$ cat src/rtl/dest_tracker.sv
// Destination-tag pipeline (RR/EX -> EX/MR -> MR/WB) feeding the forwarding
// comparators, with load-use bubble insertion, pending-write mask and stall counter.
module dest_tracker #(
  parameter int CNT_W = 16
) (
  input  logic             clk,
  input  logic             rst,
  input  logic             rr_valid,
  input  logic [2:0]       rr_rd,
  input  logic             rr_reg_wr,
  input  logic             rr_is_load,
  input  logic [2:0]       rr_rs1,
  input  logic [2:0]       rr_rs2,
  input  logic             rr_rs1_used,
  input  logic             rr_rs2_used,
  input  logic             flush,
  input  logic             cnt_clr,
  output logic [2:0]       rr_ex_rd,
  output logic             rr_ex_reg_wr,
  output logic             rr_ex_is_load,
  output logic [2:0]       ex_mr_rd,
  output logic             ex_mr_reg_wr,
  output logic [2:0]       mr_wb_rd,
  output logic             mr_wb_reg_wr,
  output logic             stall,
  output logic [7:0]       pending,
  output logic [CNT_W-1:0] stall_count
);

  logic             r_s1_v, r_s1_wr, r_s1_ld;
  logic [2:0]       r_s1_rd;
  logic             r_s2_v, r_s2_wr;
  logic [2:0]       r_s2_rd;
  logic             r_s3_v, r_s3_wr;
  logic [2:0]       r_s3_rd;
  logic [CNT_W-1:0] r_cnt;

  logic             w_rs1_hit, w_rs2_hit, w_hazard, w_bubble;
  logic             w_s1_wr, w_s2_wr, w_s3_wr;
  logic [7:0]       w_pending;

  // R7 sources come from the PC path, so they can never depend on a load.
  assign w_rs1_hit = rr_rs1_used && (rr_rs1 == r_s1_rd) && (rr_rs1 != 3'd7);
  assign w_rs2_hit = rr_rs2_used && (rr_rs2 == r_s1_rd) && (rr_rs2 != 3'd7);
  assign w_hazard  = r_s1_v & r_s1_wr & r_s1_ld & rr_valid & (w_rs1_hit | w_rs2_hit);
  assign w_bubble  = flush | w_hazard;

  assign w_s1_wr = r_s1_v & r_s1_wr;
  assign w_s2_wr = r_s2_v & r_s2_wr;
  assign w_s3_wr = r_s3_v & r_s3_wr;

  always_ff @(posedge clk or posedge rst) begin
    if (rst) begin
      r_s1_v  <= 1'b0;
      r_s1_wr <= 1'b0;
      r_s1_ld <= 1'b0;
      r_s1_rd <= 3'd0;
      r_s2_v  <= 1'b0;
      r_s2_wr <= 1'b0;
      r_s2_rd <= 3'd0;
      r_s3_v  <= 1'b0;
      r_s3_wr <= 1'b0;
      r_s3_rd <= 3'd0;
    end else begin
      r_s3_v  <= r_s2_v;
      r_s3_wr <= r_s2_wr;
      r_s3_rd <= r_s2_rd;
      r_s2_v  <= r_s1_v;
      r_s2_wr <= r_s1_wr;
      r_s2_rd <= r_s1_rd;
      if (w_bubble || !rr_valid) begin
        r_s1_v  <= 1'b0;
        r_s1_wr <= 1'b0;
        r_s1_ld <= 1'b0;
        r_s1_rd <= 3'd0;
      end else begin
        r_s1_v  <= 1'b1;
        r_s1_wr <= rr_reg_wr;
        r_s1_ld <= rr_is_load;
        r_s1_rd <= rr_rd;
      end
    end
  end

  // Clear beats increment; the count sticks at all-ones.
  always_ff @(posedge clk or posedge rst) begin
    if (rst) begin
      r_cnt <= '0;
    end else if (cnt_clr) begin
      r_cnt <= '0;
    end else if (stall && (r_cnt != '1)) begin
      r_cnt <= r_cnt + CNT_W'(1);
    end
  end

  always_comb begin
    w_pending = 8'd0;
    for (int r = 0; r < 8; r++) begin
      w_pending[r] = (w_s1_wr && (r_s1_rd == 3'(r))) ||
                     (w_s2_wr && (r_s2_rd == 3'(r))) ||
                     (w_s3_wr && (r_s3_rd == 3'(r)));
    end
  end

  assign stall         = w_hazard & ~flush;
  assign pending       = w_pending;
  assign stall_count   = r_cnt;
  assign rr_ex_rd      = r_s1_rd;
  assign rr_ex_reg_wr  = w_s1_wr;
  assign rr_ex_is_load = r_s1_v & r_s1_ld;
  assign ex_mr_rd      = r_s2_rd;
  assign ex_mr_reg_wr  = w_s2_wr;
  assign mr_wb_rd      = r_s3_rd;
  assign mr_wb_reg_wr  = w_s3_wr;

endmodule

$ cat config.mk
export PLATFORM = sky130hd
export DESIGN_NAME = dest_tracker
export DESIGN_NICKNAME = d
export VERILOG_FILES = /design/src/rtl/dest_tracker.sv
export SDC_FILE = /design/constraint.sdc
export NUM_CORES = 1
export LEC_CHECK = 0
export BUFFER_PORTS_ARGS = -buffer_cell sky130_fd_sc_hd__buf_2
export CORE_MARGIN = 2
export CORE_UTILIZATION = 25
export CTS_BUF_LIST = sky130_fd_sc_hd__clkbuf_2 sky130_fd_sc_hd__clkbuf_4 sky130_fd_sc_hd__clkbuf_8
export CTS_CLUSTER_DIAMETER = 150
export DETAILED_ROUTE_END_ITERATION = 7
export PLACE_DENSITY_LB_ADDON = 0.2
export SLEW_MARGIN = 10
export SYNTH_ARGS = -nofsm -noshare
export SYNTH_HDL_FRONTEND = slang
export SYNTH_SLANG_ARGS = --single-unit
$ cat constraint.sdc
create_clock -name clk -period 4.3 [get_ports clk]
set_input_delay 0.43 -clock clk [delete_from_list [all_inputs] [get_ports clk]]
set_output_delay 0.43 -clock clk [all_outputs]
set_load 0.01 [all_outputs]
==> impl_metrics.toml <==
[synth]
synth_compound_area_share_pct = 13.7
avgSynthCellArea_um2 = 9.23
synth.distinct_cells = 38
synth.area.mux_share_pct = 1.24
synth_top_flop_cell = "dfrtp_1"
synthSimpleGateAreaFrac_pct = 32.5
synth-async-reset-ratio_pct = 100
yosysWarnings = 0
ys_seq_area_share_pct = 46.6
synth_adder_area_share_pct = 0.729
synth_seq_cells = 32
synth-xor-area-share_pct = 2.55
synth_top_family_by_area = "simple AND/OR/NAND/NOR gates"
syn-num-nets = 205
synthCells = 186
synth.cell_area_um2 = 1720
synth_edf_count = 0

[grt]
antenna_found_initial = 0
grt_overflow = 0
grt_max_degree = 33
grt_util_all_layers_pct = 11.2
grt_pass1_wl_um = 6640
grt_pass1_vias = 1395

[finish]
synthToLayoutAreaGrowth_pct = 26.8
finalInstanceArea_um2 = 2180
drive_gt1_share_pct = 27.9
multi_input_area_um2 = 871
finish.utilization_pct = 32.4
nNetsFinal = 262
seq_area_um2 = 801
n_antenna_cell = 0
nFillCells = 718
final_cells = 324

[sta]
fin_crit_ns = 2.48
rsz0062_at_grt = "false"
fin_tns_setup_ns = 0
max_freq_ghz = 0.403
drv_slew = 0
hold_viol = 0
slew_headroom_pct = 42.2
skew_ns = 0.00735
holdWs_ns = 0.219
finalSetupViolCount = 0
layout_setup_ws_ns = 1.82
worst_pin_slew_ns = 0.866
fin_crit_sh_pct = 57.7

[worst_setup_path]
cp_top_family = "simple AND/OR/NAND/NOR gates"
crit_path_start_kind = "flip-flop"
cp_max_fo = 9
cpPeakStageDelay_ns = 0.47
required_ns = 3.87
cp_slowest_cell = "dfrtp_1"
arrival_ns = 2.05
cp-end-kind = "primary output"
crit_chain = "xor2_1 -> or3_4 -> a2111oi_4 -> or2_1 -> buf_2"
path_buf_inv = 1
path_class = "flip-flop to primary output"

[detailed_routing]
post-route-drc-count = 0
vias = 1569
drt-total-wl_um = 4220
wl_per_cell_um = 13.0
antenna_left = 0
avgViaCountPerCell = 4.84
dr.pass1.iters = 4
dr.first_iter.drc_count = 49

[clock_tree]
cts.reportedPaths.clkPinSlew_ns = 0.07
cts-resized-gates = 0
cts_hold_buf = 0
htreeDepth = 2
clk_latency_ns = 0.28
numCtsBuffers = 5
cts_root_buf = "clkbuf_8"
tritoncts = "built"
cts_max_path_buffers = 2
cts_sinks = 32
postCtsSetupBuffers = 0

[floorplan]
rows = 30
fp.dieH_um = 86.9
dieArea_um2 = 7550
coreArea_um2 = 6720
start_util_pct = 25.5
die_w_um = 86.9
ios = 56

[status]
status = "completed"

[placement]
dp.final_hpwl_um = 3070
gp_congestion = 0.766
numPlacedInstances = 316
io_buffer_count = 55
dpl_cell_area_um2 = 2070
place_ws_ns = 1.78

[pwr]
peakVddDrop_mv = 0.171
leakagePower_nw = 1.08
p_total_mw = 0.641
power_density_nw_per_um2 = 294

[run]
maxCapViolCount = 0

[min_path]
min_path_type = "input pin to asynchronous set/reset pin"
[layout by cell type, fill, tap and decap left out, drive strengths merged, types with 2 or more instances in the layout]
cell type | netlist | layout
buf | 5 | 56
dfrtp | 32 | 32
nand2 | 22 | 22
nand3 | 15 | 15
a21oi | 12 | 12
nor2 | 11 | 11
o21ai | 11 | 11
and2 | 10 | 10
or3 | 10 | 10
nor2b | 9 | 9
nand4 | 6 | 6
and3 | 6 | 6
a22oi | 6 | 6
clkbuf | 1 | 5
xor2 | 3 | 3
inv | 3 | 3
or4 | 3 | 3
xnor2 | 2 | 2
nor4 | 2 | 2
a211oi | 2 | 2
o31ai | 2 | 2
nor4b | 2 | 2
[sequential cells by signal, indices dropped and copies added, names as in the netlist]
signal and flops:
mr_wb_rd 3, r_s3_wr 1, rr_ex_rd 3, ex_mr_rd 3, r_s3_v 1, r_s1_v 1
r_s1_wr 1, r_s1_ld 1, r_s2_wr 1, r_s2_v 1, stall_count 16
[routing by layer]
layer	track usage (%)	routed length [um]	vias to the layer above
li1	-	-	784
met1	14.3	1950	748
met2	18.8	2080	35
met3	3.41	164	2
met4	2.13	19	0
met5	0	0	-
[cell usage after synthesis, drive strengths merged (5+ instances only)]
library cell / count / area (um2)
nor2b: 9 / 56.3
a21oi: 12 / 60.1
and3: 6 / 37.5
nand2: 22 / 82.6
nand4: 6 / 37.5
or3: 10 / 67.6
o21ai: 11 / 58.8
nor2: 11 / 41.3
buf: 5 / 30.0
dfrtp: 32 / 801
and2: 10 / 62.6
a22oi: 6 / 45.0
nand3: 15 / 75.1
[power by group]
part           leakage, nW  switching, mW  internal (mW)
Clock               0.0541          0.113          0.171
Combinational        0.591         0.0245         0.0168
Sequential           0.437        0.00815          0.307
[area by class of cell]
| cell class | instances | area share, % |
|---|---|---|
| Tap cell | 80 | 4.60 |
| Clock inverter | 3 | 1.95 |
| Sequential cell | 32 | 36.8 |
| Multi-Input combinational cell | 145 | 40.0 |
| Clock buffer | 5 | 3.16 |
| Timing Repair Buffer | 56 | 13.0 |
| Inverter | 3 | 0.517 |
[path summary, 6_finish.rpt]
check,slack (ns),from,to,cells past startpoint
setup / recovery,1.82,rr_ex_rd[2]$_DFF_PP0_,stall,5
hold / removal,0.22,rst,stall_count[5]$_DFFE_PP0P_,3
setup reg to reg,1.84,rr_ex_rd[2]$_DFF_PP0_,stall_count[10]$_DFFE_PP0P_,6
hold reg to reg,0.39,r_s2_wr$_DFF_PP0_,r_s3_wr$_DFF_PP0_,0
max in group asynchronous,3.78,rst,r_s1_ld$_DFF_PP0_,3
min in group clk,0.36,rr_is_load,r_s1_ld$_DFF_PP0_,2
[cells by family after synthesis]
family          Yosys count
mux                       2
flops                    32
buf+inv                   9
simple gates            101
xor+xnor                  5
compound gates           36
fa+ha+maj                 1
[worst reg2reg max path, cell delays in order (launching register included)]
cell and delay, ns:
dfrtp_1 0.47, xor2_1 0.17, or3_4 0.36, a2111oi_4 0.39
o21ai_2 0.31, or4_1 0.55, a21oi_1 0.14
No activity file was read; power rests on OpenSTA's default activity.
